<file path="src/rtl/autoconfig_host_if.sv">
// Zorro II config-space bus between the AutoConfig initiator and its responders.
// Only the D15..D12 nibble lane is carried; the data bus floats high when undriven.
interface autoconfig_host_if;
  logic        as_n;
  logic        uds_n;
  logic        lds_n;
  logic        rw_n;
  logic [22:0] addr;
  logic [3:0]  dbus_out;
  logic        dbus_oe;
  logic [3:0]  dbus_in;

  modport master (output as_n, uds_n, lds_n, rw_n, addr, dbus_out, dbus_oe,
                  input  dbus_in);
  modport slave  (input  as_n, uds_n, lds_n, rw_n, addr, dbus_out, dbus_oe,
                  output dbus_in);
endinterface

</file>
<file path="src/rtl/autoconfig_host.sv">
// Standalone Zorro II AutoConfig initiator: probes each board in $E80000 space
// and either assigns it a 64K-aligned base from a fixed window or shuts it up.
module autoconfig_host #(
  parameter logic [7:0]  BASE_START = 8'h20,
  parameter logic [7:0]  BASE_END   = 8'hA0,
  parameter int unsigned MAX_BOARDS = 7
) (
  input  logic              clk,
  input  logic              rst_n,
  input  logic              start,
  autoconfig_host_if.master bus,
  output logic              busy,
  output logic              done,
  output logic [2:0]        config_count,
  output logic [2:0]        shut_count,
  output logic [7:0]        next_free
);

  typedef enum logic [3:0] {
    IDLE, ARM, RD_TYPE, RD_SIZE, RD_MFG0, RD_MFG1, RD_MFG2, RD_MFG3,
    DECIDE, WR_LO, WR_HI, WR_SHUT
  } state_t;

  state_t     state;
  state_t     launch_op;
  logic [2:0] t;
  logic [1:0] type_hi;
  logic [2:0] size_code;
  logic       mfg_all_f;
  logic [3:0] base_hi;
  logic [8:0] size_units;
  logic [8:0] aligned;
  logic [8:0] end_addr;
  logic [3:0] handled;
  logic [3:0] launch_data;
  logic       present;
  logic       fits;
  logic       launch;
  logic       finish;
  logic       is_write;

  function automatic logic [22:0] cfg_addr(input state_t s);
    logic [7:0] off;
    case (s)
      RD_SIZE: off = 8'h02;
      RD_MFG0: off = 8'h10;
      RD_MFG1: off = 8'h12;
      RD_MFG2: off = 8'h14;
      RD_MFG3: off = 8'h16;
      WR_LO:   off = 8'h4A;
      WR_HI:   off = 8'h48;
      WR_SHUT: off = 8'h4C;
      default: off = 8'h00;
    endcase
    return {16'hE800, off[7:1]};
  endfunction

  assign bus.lds_n = 1'b1;

  // Allocation arithmetic and the choice of which bus cycle follows the current one.
  always_comb begin
    if (size_code == 3'd0) size_units = 9'd128;
    else                   size_units = 9'd1 << (size_code - 3'd1);
    aligned   = ({1'b0, next_free} + size_units - 9'd1) & ~(size_units - 9'd1);
    end_addr  = aligned + size_units;
    present   = (type_hi == 2'b11) && !mfg_all_f;
    fits      = end_addr <= {1'b0, BASE_END};
    handled   = {1'b0, config_count} + {1'b0, shut_count};
    is_write  = (state == WR_LO) || (state == WR_HI) || (state == WR_SHUT);
    launch    = 1'b0;
    finish    = 1'b0;
    launch_op = RD_TYPE;
    case (state)
      ARM:     launch = 1'b1;
      RD_TYPE: begin launch = (t == 3'd4); launch_op = RD_SIZE; end
      RD_SIZE: begin launch = (t == 3'd4); launch_op = RD_MFG0; end
      RD_MFG0: begin launch = (t == 3'd4); launch_op = RD_MFG1; end
      RD_MFG1: begin launch = (t == 3'd4); launch_op = RD_MFG2; end
      RD_MFG2: begin launch = (t == 3'd4); launch_op = RD_MFG3; end
      DECIDE: begin
        if (t == 3'd4) begin
          if (!present) finish = 1'b1;
          else begin
            launch    = 1'b1;
            launch_op = fits ? WR_LO : WR_SHUT;
          end
        end
      end
      WR_LO:   begin launch = (t == 3'd4); launch_op = WR_HI; end
      WR_HI, WR_SHUT: begin
        if (t == 3'd4) begin
          if (handled == 4'(MAX_BOARDS)) finish = 1'b1;
          else                           launch = 1'b1;
        end
      end
      default: ;
    endcase
    case (launch_op)
      WR_LO:   launch_data = aligned[3:0];
      WR_HI:   launch_data = base_hi;
      default: launch_data = 4'h0;
    endcase
  end

  // DECIDE carries T4 of the last manufacturer read, so the decision costs no extra clock.
  always_ff @(posedge clk or negedge rst_n) begin
    if (!rst_n) begin
      state        <= IDLE;
      t            <= 3'd0;
      bus.as_n     <= 1'b1;
      bus.uds_n    <= 1'b1;
      bus.rw_n     <= 1'b1;
      bus.addr     <= 23'd0;
      bus.dbus_out <= 4'h0;
      bus.dbus_oe  <= 1'b0;
      busy         <= 1'b0;
      done         <= 1'b0;
      config_count <= 3'd0;
      shut_count   <= 3'd0;
      next_free    <= BASE_START;
      type_hi      <= 2'b00;
      size_code    <= 3'd0;
      mfg_all_f    <= 1'b0;
      base_hi      <= 4'h0;
    end else if (state == IDLE) begin
      if (start) begin
        state        <= ARM;
        busy         <= 1'b1;
        done         <= 1'b0;
        config_count <= 3'd0;
        shut_count   <= 3'd0;
        next_free    <= BASE_START;
      end
    end else if (finish) begin
      state       <= IDLE;
      busy        <= 1'b0;
      done        <= 1'b1;
      bus.as_n    <= 1'b1;
      bus.uds_n   <= 1'b1;
      bus.rw_n    <= 1'b1;
      bus.dbus_oe <= 1'b0;
    end else if (launch) begin
      if (state == DECIDE) begin
        if (fits) begin
          config_count <= config_count + 3'd1;
          next_free    <= end_addr[7:0];
          base_hi      <= aligned[7:4];
        end else begin
          shut_count   <= shut_count + 3'd1;
        end
      end
      state        <= launch_op;
      t            <= 3'd0;
      bus.addr     <= cfg_addr(launch_op);
      bus.rw_n     <= !((launch_op == WR_LO) || (launch_op == WR_HI) || (launch_op == WR_SHUT));
      bus.as_n     <= 1'b1;
      bus.uds_n    <= 1'b1;
      bus.dbus_oe  <= 1'b0;
      bus.dbus_out <= launch_data;
    end else begin
      t <= t + 3'd1;
      case (t)
        3'd0: begin
          bus.as_n    <= 1'b0;
          bus.uds_n   <= is_write;
          bus.dbus_oe <= is_write;
        end
        3'd1, 3'd2: bus.uds_n <= 1'b0;
        default: begin
          bus.as_n  <= 1'b1;
          bus.uds_n <= 1'b1;
        end
      endcase
      if (t == 3'd3) begin
        case (state)
          RD_TYPE: type_hi   <= bus.dbus_in[3:2];
          RD_SIZE: size_code <= bus.dbus_in[2:0];
          RD_MFG0: mfg_all_f <= (bus.dbus_in == 4'hF);
          RD_MFG1, RD_MFG2: mfg_all_f <= mfg_all_f & (bus.dbus_in == 4'hF);
          RD_MFG3: begin
            mfg_all_f <= mfg_all_f & (bus.dbus_in == 4'hF);
            state     <= DECIDE;
          end
          default: ;
        endcase
      end
    end
  end

endmodule

</file>
<file path="src/flat_wrapper.sv">
// flat-port wrapper written by rule: the top's interface ports become plain ports
module autoconfig_host_flat 
#(
  parameter logic [7:0]  BASE_START = 8'h20,
  parameter logic [7:0]  BASE_END   = 8'hA0,
  parameter int unsigned MAX_BOARDS = 7
)
  (clk, rst_n, start, busy, done, config_count, shut_count, next_free, bus_as_n, bus_uds_n, bus_lds_n, bus_rw_n, bus_addr, bus_dbus_out, bus_dbus_oe, bus_dbus_in);
  autoconfig_host_if bus_i ();
  input  logic clk;
  input  logic rst_n;
  input  logic start;
  output logic busy;
  output logic done;
  output logic [2:0] config_count;
  output logic [2:0] shut_count;
  output logic [7:0] next_free;
  output wire logic [$bits(bus_i.as_n)-1:0] bus_as_n;
  output wire logic [$bits(bus_i.uds_n)-1:0] bus_uds_n;
  output wire logic [$bits(bus_i.lds_n)-1:0] bus_lds_n;
  output wire logic [$bits(bus_i.rw_n)-1:0] bus_rw_n;
  output wire logic [$bits(bus_i.addr)-1:0] bus_addr;
  output wire logic [$bits(bus_i.dbus_out)-1:0] bus_dbus_out;
  output wire logic [$bits(bus_i.dbus_oe)-1:0] bus_dbus_oe;
  input wire logic [$bits(bus_i.dbus_in)-1:0] bus_dbus_in;
  assign bus_as_n = bus_i.as_n;
  assign bus_uds_n = bus_i.uds_n;
  assign bus_lds_n = bus_i.lds_n;
  assign bus_rw_n = bus_i.rw_n;
  assign bus_addr = bus_i.addr;
  assign bus_dbus_out = bus_i.dbus_out;
  assign bus_dbus_oe = bus_i.dbus_oe;
  assign bus_i.dbus_in = bus_dbus_in;
  autoconfig_host #(.BASE_START(BASE_START), .BASE_END(BASE_END), .MAX_BOARDS(MAX_BOARDS)) u_core (.clk(clk), .rst_n(rst_n), .start(start), .bus(bus_i), .busy(busy), .done(done), .config_count(config_count), .shut_count(shut_count), .next_free(next_free));
endmodule
</file>
<file path="config.mk">
export PLATFORM = sky130hd
export DESIGN_NAME = autoconfig_host_flat
export DESIGN_NICKNAME = d
export VERILOG_FILES = /design/src/rtl/autoconfig_host_if.sv /design/src/rtl/autoconfig_host.sv /design/src/flat_wrapper.sv
export SDC_FILE = /design/constraint.sdc
export NUM_CORES = 1
export LEC_CHECK = 0
export ABC_CLOCK_PERIOD_IN_PS = 8400
export BUFFER_PORTS_ARGS = -buffer_cell sky130_fd_sc_hd__clkbuf_2
export CORE_ASPECT_RATIO = 1.4
export CORE_UTILIZATION = 30
export CTS_CLUSTER_DIAMETER = 30
export DETAILED_ROUTE_END_ITERATION = 12
export PLACE_DENSITY_LB_ADDON = 0.25
export SYNTH_ARGS = -nofsm -noshare
export SYNTH_HDL_FRONTEND = slang
export SYNTH_SLANG_ARGS = --single-unit
</file>
<file path="constraint.sdc">
create_clock -name clk -period 8.4 [get_ports clk]
set_input_delay 1.68 -clock clk [delete_from_list [all_inputs] [get_ports clk]]
set_output_delay 1.68 -clock clk [all_outputs]
set_load 0.05 [all_outputs]
</file>
==> results.yml <==
status:
  status: "completed"
detailed_routing:
  drt_drc_violations_left: 0
  num_vias: 3136
  avgViaCountPerCell: 5.16
  drtIter0Drc: 91
  wl_per_cell_um: 15.8
  drtAntennaViolNets: 0
  wl_mm: 9.60
  dr.pass1.iters: 4
floorplan:
  die_y_um: 133
  io_pins: 55
  rows: 47
  core_area_um2: 11900
  start_util: 0.310
  dieWidth_um: 95.9
  dieArea_um2: 12800
timing:
  max_freq_ghz: 0.205
  rsz0062_at_grt: "false"
  slew_headroom: 0.491
  holdWs_ns: 0.482
  post-route-period-util: 0.580
  hold_viol: 0
  layout_min_cycle_time_ns: 4.87
  tightestPinTransition_ns: 0.758
  tns_ns: 0
  maxSlewViolCount: 0
  setup_viol: 0
  finalClockSkew_ns: 0.00947
logic_synthesis:
  ys_warn_count: 0
  synth_flop_cell: "dfrtp_1"
  synthArstFlopShare: 1.00
  synth-seq-cells: 46
  syn_avg_cell_area_um2: 8.49
  synth_top_area_frac: 0.284
  synth_edf_count: 0
  syn-cell-area_um2: 3700
  yosysTopAreaCell: "dfrtp_1"
  netlist_instances: 436
  yosysSeqAreaShare: 0.312
  synth_cell_types: 64
  synthTopCellsByArea: "dfrtp_1 (28%), ha_1 (10%), buf_4 (4.7%)"
worst_hold_path:
  min_to: "u_core.bus.addr[3]"
  hp-class: "reg2reg"
  hp-start: "u_core.bus.addr[3]"
  hold_path_depth: 2
layout:
  fin_nets: 499
  syn2layout_area_growth_pct: 10.3
  drive_gt1_frac: 0.154
  regArea_um2: 1160
  fill_cells: 1271
  multi_input_area_um2: 2210
  antennaDiodeCount: 0
critical_path:
  reg2reg_slack_ns: 3.53
  reg2reg_from: "u_core.size_code[0]"
  r2r-end: "u_core.bus.dbus_out[0]"
  start_kind: "flop"
  crit_path_max_fanout: 15
  r2r_cells: 19
  crit_type: "reg2reg"
  cp.arrival_ns: 5.06
  endpoint_kind: "flop"
  required_ns: 8.58
global_route:
  grt_max_degree: 47
  grt_pass1_wl_mm: 15.9
  antenna_found_initial: 0
  grt_pass1_vias: 3123
  gr-total-overflow: 0
  track_usage: 0.161
clock_tree:
  cts_buffers: 5
  cts_buffer_depth: 2
  hold_buffers: 0
  cts-htree-levels: 2
  cts_tree: "done"
  cts.repair.resized: 0
  cts.sinks: 46
  post_cts_buffers: 0
  cts_root_buf: "clkbuf_16"
  worstSkewPairLatency_ns: 0.29
  path_clk_slew_ns: 0.07
flow_run:
  maxCapViolCount: 0
placement:
  io_buffer_count: 39
  gp_congestion: 0.878
  hpwl_mm: 7.61
[state kept, by name, indices dropped and copies added, names as in the netlist, 2 cells and up]
register and cells:
u_core.type_hi 2, u_core.config_count 3, u_core.bus.addr 5, u_core.t 3
u_core.bus.dbus_out 4, u_core.size_code 3, u_core.shut_count 3, u_core.state 4
u_core.next_free 8, u_core.base_hi 4
[how the worst max path moves through the flow]
stage,from,end,slack (ns),depth (start not counted)
after floorplan,u_core.size_code[0],u_core.bus.dbus_out[0],4.04,21
after global placement,u_core.size_code[0],u_core.bus.dbus_out[0],3.66,19
after detailed placement,u_core.size_code[0],u_core.config_count[2],3.51,19
after CTS,u_core.size_code[0],u_core.config_count[2],3.48,19
final,u_core.size_code[0],u_core.bus.dbus_out[0],3.53,19
after global routing,u_core.size_code[0],u_core.config_count[2],3.08,19
[metal layers]
metal / up-vias / share of wire / global-route usage
li1: 1555 / - / -
met5: - / 0 / 0
met1: 1498 / 0.41 / 0.194
met2: 65 / 0.53 / 0.289
met4: 0 / 0.024 / 0.0498
met3: 18 / 0.027 / 0.0205
[layout make-up]
type / instances / share of cell area
clock inverters: 3 / 0.0110
inverters: 39 / 0.0359
repair buffers: 42 / 0.0534
well taps: 147 / 0.0451
multi-input cells: 326 / 0.541
clock buffers: 5 / 0.0307
flip-flops and latches: 46 / 0.283
[cells by family after synthesis]
group	synth area share
mux	0.0335
other cells	0.00203
flops	0.312
buf+inv	0.104
fa+ha+maj	0.112
simple gates	0.218
compound gates	0.189
xor+xnor	0.0284
[synthesized netlist by cell type, types with 10 or more instances]
| cell type | n |
|---|---|
| ha_1 | 30 |
| o21ai_0 | 20 |
| buf_4 | 23 |
| nand3_1 | 11 |
| nor2_1 | 27 |
| nor3_1 | 11 |
| dfrtp_1 | 42 |
| o31ai_1 | 10 |
| nand2_1 | 46 |
| nor2b_1 | 12 |
| inv_1 | 39 |
| a21oi_1 | 16 |
| clkbuf_1 | 10 |
[layout by cell type (no fill, tap or decap), drive strengths merged, types with 6 or more instances in the layout]
| master | netlist | final |
|---|---|---|
| nand2 | 46 | 46 |
| nand2b | 6 | 6 |
| nand4 | 7 | 7 |
| nor2 | 27 | 27 |
| clkbuf | 10 | 44 |
| o21ai | 28 | 28 |
| nand3 | 12 | 12 |
| o211ai | 7 | 7 |
| and2 | 6 | 6 |
| inv | 39 | 39 |
| o31ai | 10 | 10 |
| ha | 30 | 30 |
| mux2 | 8 | 8 |
| a21oi | 16 | 16 |
| a211oi | 7 | 7 |
| dfrtp | 42 | 42 |
| conb | 2 | 15 |
| xnor2 | 7 | 7 |
| nor3 | 11 | 11 |
| nor2b | 12 | 12 |
[worst max-delay path: stages (launching register included)]
cell and delay (ns):
dfrtp_1 0.48, and2b_1 0.32, nand2b_1 0.12, ha_1 0.29, inv_1 0.04, ha_1 0.24, fa_1 0.43, a211oi_1 0.40
nor2_1 0.09, nor4_1 0.29, ha_1 0.33, o21a_1 0.12, nor2_1 0.13, a31oi_1 0.07, a31oi_2 0.21, xnor2_1 0.13
a21o_1 0.19, and3_1 0.35, a22o_1 0.30, mux2_4 0.25
[stage by stage]
| stage | utilization | area, µm² | std cells | setup WS [ns] |
|---|---|---|---|---|
| 6_report | 0.342 | 4080 | 608 | 3.53 |
| 5_1_grt | 0.342 | 4080 | 608 | 3.08 |
| 4_1_cts | 0.342 | 4080 | 608 | 3.48 |
| 3_5_place_dp | 0.328 | 3910 | 600 | 3.51 |
| 3_3_place_gp | 0.328 | 3910 | 600 | 3.66 |
| 2_1_floorplan | - | 3750 | 449 | 4.04 |
Power is not shown: default switching activity piles up to over one toggle a cycle in this logic, so the estimate is an artifact.
